$ cat src/rtl/dotinator_pkg.sv
// dotinator_pkg: shared FSM state type and sizing helpers for seq_matrix_multiplier
package dotinator_pkg;

    typedef enum logic [1:0] {LOAD, COMPUTE, OUTPUT} state_e;

    // Index width for a range of n values; never collapses to zero bits.
    function automatic int idx_w(input int n);
        return (n > 1) ? $clog2(n) : 1;
    endfunction

    // Total number of load words: all of A followed by all of B.
    function automatic int load_words(input int n_rows, input int n_cols, input int m_cols);
        return n_rows * n_cols + n_cols * m_cols;
    endfunction

endpackage

$ cat src/rtl/seq_matrix_multiplier_if.sv
// seq_matrix_multiplier_if: load stream, result stream and status of the sequential matrix multiplier
interface seq_matrix_multiplier_if
    import dotinator_pkg::*;
#(
    parameter int N_ROWS     = 4,
    parameter int M_COLS     = 4,
    parameter int DATA_WIDTH = 32
);
    logic [DATA_WIDTH-1:0]     in_data;
    logic                      in_valid;
    logic                      in_ready;
    logic [DATA_WIDTH-1:0]     out_data;
    logic [idx_w(N_ROWS)-1:0]  out_row;
    logic [idx_w(M_COLS)-1:0]  out_col;
    logic                      out_valid;
    logic                      out_ready;
    logic                      busy;
    logic                      done;

    modport master (
        output in_data, in_valid, out_ready,
        input  in_ready, out_data, out_row, out_col, out_valid, busy, done
    );

    modport slave (
        input  in_data, in_valid, out_ready,
        output in_ready, out_data, out_row, out_col, out_valid, busy, done
    );
endinterface

$ cat src/rtl/mac_unit.sv
// mac_unit: single multiply-accumulate; out_word is the running sum reduced to DATA_WIDTH
//           (saturating when DOTINATOR_SATURATE_EN is defined, modulo otherwise)
module mac_unit #(
    parameter int DATA_WIDTH = 32,
    parameter int ACC_WIDTH  = 66
) (
    input  logic                  clk,
    input  logic                  rst_n,
    input  logic                  clear,
    input  logic                  en,
    input  logic [DATA_WIDTH-1:0] a,
    input  logic [DATA_WIDTH-1:0] b,
    output logic [DATA_WIDTH-1:0] out_word
);
    logic [2*DATA_WIDTH-1:0] prod;
    logic [ACC_WIDTH-1:0]    acc_q, acc_d, sum;

    // Full-width product and the sum including this cycle's product, so the
    // final term of a dot product can be captured in the same cycle.
    always_comb begin
        prod  = (2*DATA_WIDTH)'(a) * (2*DATA_WIDTH)'(b);
        sum   = acc_q + ACC_WIDTH'(prod);
        acc_d = clear ? '0 : (en ? sum : acc_q);
`ifdef DOTINATOR_SATURATE_EN
        out_word = (|sum[ACC_WIDTH-1:DATA_WIDTH]) ? '1 : sum[DATA_WIDTH-1:0];
`else
        out_word = sum[DATA_WIDTH-1:0];
`endif
    end

    // Accumulator register.
    always_ff @(posedge clk) begin
        if (!rst_n) acc_q <= '0;
        else        acc_q <= acc_d;
    end
endmodule

$ cat src/rtl/seq_matrix_multiplier.sv
// seq_matrix_multiplier: loads A then B, computes R = A x B one product per cycle,
//                        streams R row-major; DOTINATOR_SATURATE_EN selects saturating output
module seq_matrix_multiplier
    import dotinator_pkg::*;
#(
    parameter int N_ROWS     = 4,
    parameter int N_COLS     = 4,
    parameter int M_COLS     = 4,
    parameter int DATA_WIDTH = 32,
    parameter int ACC_WIDTH  = 2*DATA_WIDTH + $clog2(N_COLS)
) (
    input  logic               clk,
    input  logic               rst_n,
    seq_matrix_multiplier_if.slave bus
);
    localparam int NA = N_ROWS * N_COLS;
    localparam int NB = N_COLS * M_COLS;
    localparam int NW = load_words(N_ROWS, N_COLS, M_COLS);
    localparam int WW = idx_w(NW);
    localparam int AW = idx_w(NA);
    localparam int BW = idx_w(NB);
    localparam int IW = idx_w(N_ROWS);
    localparam int JW = idx_w(M_COLS);
    localparam int KW = idx_w(N_COLS);

    state_e                state_q, state_d;
    logic [WW-1:0]         w_q, w_d;
    logic [IW-1:0]         i_q, i_d;
    logic [JW-1:0]         j_q, j_d;
    logic [KW-1:0]         k_q, k_d;
    logic                  out_valid_q, out_valid_d;
    logic [DATA_WIDTH-1:0] out_data_q, out_data_d;
    logic [IW-1:0]         out_row_q, out_row_d;
    logic [JW-1:0]         out_col_q, out_col_d;
    logic                  busy_q, busy_d;
    logic                  done_q, done_d;

    logic [DATA_WIDTH-1:0] a_mem [NA];
    logic [DATA_WIDTH-1:0] b_mem [NB];
    logic [AW-1:0]         a_addr;
    logic [BW-1:0]         b_addr;
    logic [DATA_WIDTH-1:0] out_word;
    logic                  accept, out_hs, last_w, last_k, last_i, last_j, last_ij;

    assign accept  = bus.in_valid && bus.in_ready;
    assign out_hs  = out_valid_q && bus.out_ready;
    assign last_w  = (w_q == WW'(NW - 1));
    assign last_k  = (k_q == KW'(N_COLS - 1));
    assign last_i  = (i_q == IW'(N_ROWS - 1));
    assign last_j  = (j_q == JW'(M_COLS - 1));
    assign last_ij = last_i && last_j;
    assign a_addr  = AW'(i_q * N_COLS + k_q);
    assign b_addr  = BW'(k_q * M_COLS + j_q);

    assign bus.out_data  = out_data_q;
    assign bus.out_row   = out_row_q;
    assign bus.out_col   = out_col_q;
    assign bus.out_valid = out_valid_q;
    assign bus.busy      = busy_q;
    assign bus.done      = done_q;

    // The accumulator is held clear outside COMPUTE, so every dot product starts from zero.
    mac_unit #(
        .DATA_WIDTH (DATA_WIDTH),
        .ACC_WIDTH  (ACC_WIDTH)
    ) u_mac (
        .clk      (clk),
        .rst_n    (rst_n),
        .clear    (state_q != COMPUTE),
        .en       (state_q == COMPUTE),
        .a        (a_mem[a_addr]),
        .b        (b_mem[b_addr]),
        .out_word (out_word)
    );

    // Operand buffers; word index w runs through A then B, both row-major.
    always_ff @(posedge clk) begin
        if (accept) begin
            if (w_q < WW'(NA)) a_mem[AW'(w_q)] <= bus.in_data;
            else               b_mem[BW'(w_q - WW'(NA))] <= bus.in_data;
        end
    end

    // FSM state register.
    always_ff @(posedge clk) begin
        if (!rst_n) state_q <= LOAD;
        else        state_q <= state_d;
    end

    // FSM next state: LOAD -> COMPUTE -> OUTPUT -> COMPUTE or back to LOAD after the last element.
    always_comb begin
        state_d = state_q;
        case (state_q)
            LOAD:    if (accept && last_w) state_d = COMPUTE;
            COMPUTE: if (last_k) state_d = OUTPUT;
            OUTPUT:  if (out_hs) state_d = last_ij ? LOAD : COMPUTE;
            default: state_d = LOAD;
        endcase
    end

    // FSM outputs: words are only taken while loading.
    always_comb begin
        bus.in_ready = (state_q == LOAD);
    end

    // Counters, result register and status next-state.
    always_comb begin
        w_d         = w_q;
        i_d         = i_q;
        j_d         = j_q;
        k_d         = k_q;
        out_valid_d = out_valid_q;
        out_data_d  = out_data_q;
        out_row_d   = out_row_q;
        out_col_d   = out_col_q;
        busy_d      = busy_q;
        done_d      = 1'b0;
        if (accept) begin
            w_d    = last_w ? '0 : w_q + 1'b1;
            busy_d = 1'b1;
        end
        if (state_q == COMPUTE) begin
            k_d = last_k ? '0 : k_q + 1'b1;
            if (last_k) begin
                out_valid_d = 1'b1;
                out_data_d  = out_word;
                out_row_d   = i_q;
                out_col_d   = j_q;
            end
        end
        if (out_hs) begin
            out_valid_d = 1'b0;
            j_d         = last_j ? '0 : j_q + 1'b1;
            i_d         = last_j ? (last_i ? '0 : i_q + 1'b1) : i_q;
            busy_d      = last_ij ? 1'b0 : busy_q;
            done_d      = last_ij;
        end
    end

    // Datapath registers; reset discards any partial load or pending result.
    always_ff @(posedge clk) begin
        if (!rst_n) begin
            w_q         <= '0;
            i_q         <= '0;
            j_q         <= '0;
            k_q         <= '0;
            out_valid_q <= 1'b0;
            out_data_q  <= '0;
            out_row_q   <= '0;
            out_col_q   <= '0;
            busy_q      <= 1'b0;
            done_q      <= 1'b0;
        end else begin
            w_q         <= w_d;
            i_q         <= i_d;
            j_q         <= j_d;
            k_q         <= k_d;
            out_valid_q <= out_valid_d;
            out_data_q  <= out_data_d;
            out_row_q   <= out_row_d;
            out_col_q   <= out_col_d;
            busy_q      <= busy_d;
            done_q      <= done_d;
        end
    end
endmodule

$ cat src/flat_wrapper.sv
// flat-port wrapper written by rule: the top's interface ports become plain ports
module seq_matrix_multiplier_flat import dotinator_pkg::*;
#(
    parameter int N_ROWS     = 4,
    parameter int N_COLS     = 4,
    parameter int M_COLS     = 4,
    parameter int DATA_WIDTH = 32,
    parameter int ACC_WIDTH  = 2*DATA_WIDTH + $clog2(N_COLS)
)
  (clk, rst_n, bus_in_data, bus_in_valid, bus_out_ready, bus_in_ready, bus_out_data, bus_out_row, bus_out_col, bus_out_valid, bus_busy, bus_done);
  seq_matrix_multiplier_if #(.N_ROWS(N_ROWS), .M_COLS(M_COLS), .DATA_WIDTH(DATA_WIDTH)) bus_i ();
  input  logic clk;
  input  logic rst_n;
  input wire logic [$bits(bus_i.in_data)-1:0] bus_in_data;
  input wire logic [$bits(bus_i.in_valid)-1:0] bus_in_valid;
  input wire logic [$bits(bus_i.out_ready)-1:0] bus_out_ready;
  output wire logic [$bits(bus_i.in_ready)-1:0] bus_in_ready;
  output wire logic [$bits(bus_i.out_data)-1:0] bus_out_data;
  output wire logic [$bits(bus_i.out_row)-1:0] bus_out_row;
  output wire logic [$bits(bus_i.out_col)-1:0] bus_out_col;
  output wire logic [$bits(bus_i.out_valid)-1:0] bus_out_valid;
  output wire logic [$bits(bus_i.busy)-1:0] bus_busy;
  output wire logic [$bits(bus_i.done)-1:0] bus_done;
  assign bus_i.in_data = bus_in_data;
  assign bus_i.in_valid = bus_in_valid;
  assign bus_i.out_ready = bus_out_ready;
  assign bus_in_ready = bus_i.in_ready;
  assign bus_out_data = bus_i.out_data;
  assign bus_out_row = bus_i.out_row;
  assign bus_out_col = bus_i.out_col;
  assign bus_out_valid = bus_i.out_valid;
  assign bus_busy = bus_i.busy;
  assign bus_done = bus_i.done;
  seq_matrix_multiplier #(.N_ROWS(N_ROWS), .N_COLS(N_COLS), .M_COLS(M_COLS), .DATA_WIDTH(DATA_WIDTH), .ACC_WIDTH(ACC_WIDTH)) u_core (.clk(clk), .rst_n(rst_n), .bus(bus_i));
endmodule
$ cat config.mk
export PLATFORM = sky130hd
export DESIGN_NAME = seq_matrix_multiplier_flat
export DESIGN_NICKNAME = d
export VERILOG_FILES = /design/src/rtl/dotinator_pkg.sv /design/src/rtl/seq_matrix_multiplier_if.sv /design/src/rtl/mac_unit.sv /design/src/rtl/seq_matrix_multiplier.sv /design/src/flat_wrapper.sv
export SDC_FILE = /design/constraint.sdc
export NUM_CORES = 2
export LEC_CHECK = 0
export ABC_AREA = 1
export CORE_MARGIN = 4
export CORE_UTILIZATION = 64
export CTS_CLUSTER_SIZE = 40
export DETAILED_ROUTE_END_ITERATION = 8
export GPL_TIMING_DRIVEN = 0
export PLACE_DENSITY_LB_ADDON = 0.15
export RECOVER_POWER = 50
export REMOVE_ABC_BUFFERS = 1
export SYNTH_ARGS = -nofsm -noshare
export SYNTH_HDL_FRONTEND = slang
export SYNTH_SLANG_ARGS = --single-unit
$ cat constraint.sdc
create_clock -name clk -period 10.85 [get_ports clk]
set_clock_uncertainty 0.2 [all_clocks]
set_input_delay 3.255 -clock clk [delete_from_list [all_inputs] [get_ports clk]]
set_output_delay 3.255 -clock clk [all_outputs]
set_load 0.03 [all_outputs]
==> impl_results.md <==
* Largest net degree at the start of global routing at 187
* CTS tree: built
* Post-route ant nets at 0
* Initial detailed-routing violation count at 5216
* DRC Markers at 1
* Share of the synthesized area in the top cell type at 49.6%
* Most common flop cell mapped by yosys: edfxtp_1
* CTS Hold Bufs at 0
* FP Rows at 113
* Critical Path Max Stage Delay at 0.85 ns
* Fmax at 95.3 MHz
* Number of synthesized register bits at 1108
* Starting Density at 64.8%
* Final Critical Period at 10.50 ns
* Total clock sinks at 1108
* Final wirelength at 167000 µm
* Area leader, netlist: edfxtp_1
* Setup CP Type: reg2reg
* Largest buffer count on any clock path at 3
* H-tree Lvls at 3
* First-pass GRT wire length at 251000 µm
* Area of the die at 0.102 mm²
* WP data arrival at 10.86 ns
* GP Congestion at 0.913
* Met2 Use GR at 51.5%
* Commonest cells post-synth: nand2_1 (1544), inv_1 (1138), edfxtp_1 (1024)
* Post-DP HPWL at 102000 µm
* Synth cell types at 36
* Initial antenna violation count at 2
* CTS root buffer: clkbuf_16
* Count leader, synth: nand2_1
* Number of synthesized flops with an enable pin at 1024
* Via Count at 43600
* Avg Inst Size Synth at 9.99 µm²
* Status: finished with violations
* Slowest-stage cell, CP: nand2_1
* Met1 Resource Use GR at 43.8%
* DRT Pass-1 Iters at 8
* Worst-path fanout max at 112
* GR Util met3 at 6.82%
* Area added between synthesis and finish at 10.7%
* Sequential share of the synthesized area at 52.4%
* Die X at 319 µm
* Synth area leaders: edfxtp_1 (50%), fa_1 (14%), nand2_1 (9.4%)
* DIE HEIGHT at 319 µm
* Num CTS Buffers at 110
* Total gr overflow at 0
* Fillers at 6655
* Fraction of layout cells with a size suffix above 1 at 5.50%
* Finished Layout Cells at 7521
* Mapped Area at 0.0619 mm²
* Synth async-reset ratio at 0%
* Final #Nets at 6768
* Mapped Cells at 6198
* All-Layer GR Usage at 32.5%
* Final hold violation count at 0
* Max_cap viols at 3
* # port buffers at 75
* Required @ worst endpoint at 11.21 ns
* Worst slew margin at -11.4%
* Vias in the first global route at 43500
* Worst-path clk slew at 0.06 ns
* CP bufs+invs at 10
* Avg Vias per Cell at 5.79
* GR peak layer: met2
* Worst-Skew Late Latency at 0.77 ns
* Number of I/O pins at 76
* YS warnings at 0
* Least-Margin Pin Slew at 1.67 ns
* Crit end category: flop
* RSZ-0062 raised after global routing: false
* HP Class: reg2reg
* Failing checks: DRC, capacitance limit, slew limit
* Wire per inst at 22.2 µm
* Core ar. at 0.0956 mm²
* Final Cycle Share at 96.7%
* Placed cells at 7312
* CP delay by family, top: adder cells
* Finish-stage setup viols at 0
* Max-slew violation count at 66
* Setup crit start kind: flop
## worst reg2reg max path: cells and delay by family (launching register included)
kind / cells / cell delay, ns
and+or+nand+nor: 12 / 2.60
buffers and inverters: 10 / 1.61
AOI/OAI and AO/OA: 5 / 0.75
adders and majority gates: 9 / 4.48
DFF: 1 / 0.68
## sequential cells by signal, summed over array words and instances, names as in the netlist, 5 cells and up
signal               count
u_core.a_mem           512
u_core.b_mem           512
u_core.bus.out_data     32
u_core.u_mac.acc_q      32
u_core.w_q               5
## cell type report
cell class              instances  area (µm²)  area share [%]
flip-flops and latches       1108       32500            47.3
multi-input cells            3634       24000            35.1
inverters                    1143        4330            6.31
clock buffers                 134        2850            4.16
repair buffers                165        2410            3.52
well taps                    1265        1580            2.31
clock inverters                70         897            1.31
diodes                          2        5.00         0.00730
## cell usage in the layout, fill, tap and decap left out, types with 21 or more instances in the layout
master	instances
clkbuf_16	111
nand3_1	474
clkbuf_1	25
inv_1	1136
nor2_4	25
o211ai_1	104
dfxtp_1	78
buf_16	21
fa_1	438
dlygate4sd3_1	69
o21ai_0	250
buf_6	29
a21oi_1	87
nor2_1	445
xnor2_1	22
edfxtp_1	1024
nand2_1	1514
nand2_2	38
o21ai_1	38
ha_1	132
buf_12	34
## per-layer routing
layer,share of wire [%],wire (µm)
met5,0.0078,13
met4,5.2,8760
met3,11,18000
met2,46,76900
met1,38,63300
## per-stage QoR
stage / area [µm²] / hold WS [ns] / utilization, % / setup slack [ns] / TNS [ns]
after CTS: 68500 / 0.271 / 71.6 / 0.00675 / 0
after floorplan: 60500 / 0.288 / - / -5.65 / -269.57
final: 68600 / 0.267 / 71.7 / 0.354 / 0
after detailed placement: 64700 / 0.262 / 67.7 / -0.103 / -0.201
after global routing: 68600 / 0.291 / 71.7 / 0.00968 / 0
after global placement: 62800 / 0.260 / 65.7 / -19.19 / -1273.57
## cells by family (layout without fill, tap and decap cells)
kind of cell               after synthesis  in the layout  synth area share (%)
xor gates and xnor gates                40             40                 0.566
and+or+nand+nor                       2524           2524                  16.4
other                                    0              2                     0
buffers and inverters                 1456           1512                  9.34
DFF                                   1108           1108                  52.4
AOI/OAI and AO/OA                      500            500                  4.54
adders and majority gates              570            570                  16.8
## path summary, 6_finish.rpt
path | startpoint | to | slack (ns) | cells after the start
hold reg to reg | u_core.bus.out_valid | u_core.bus.out_valid | 0.27 | 2
setup / recovery | u_core.k_q[0] | u_core.bus.out_data[31] | 0.35 | 36
setup reg to reg | u_core.k_q[0] | u_core.bus.out_data[31] | 0.35 | 36
hold / removal | u_core.bus.out_valid | u_core.bus.out_valid | 0.27 | 2
## timing repair
action,CTS,global route
buffers inserted,0,2
hold endpoints to repair,0,0
setup endpoints to repair,3,15
gates resized for setup,6,14
cloned,0,1
Power is left out: the tool's default activity adds up to more than one toggle a clock period on the data nets, which glitch-free logic cannot reach.
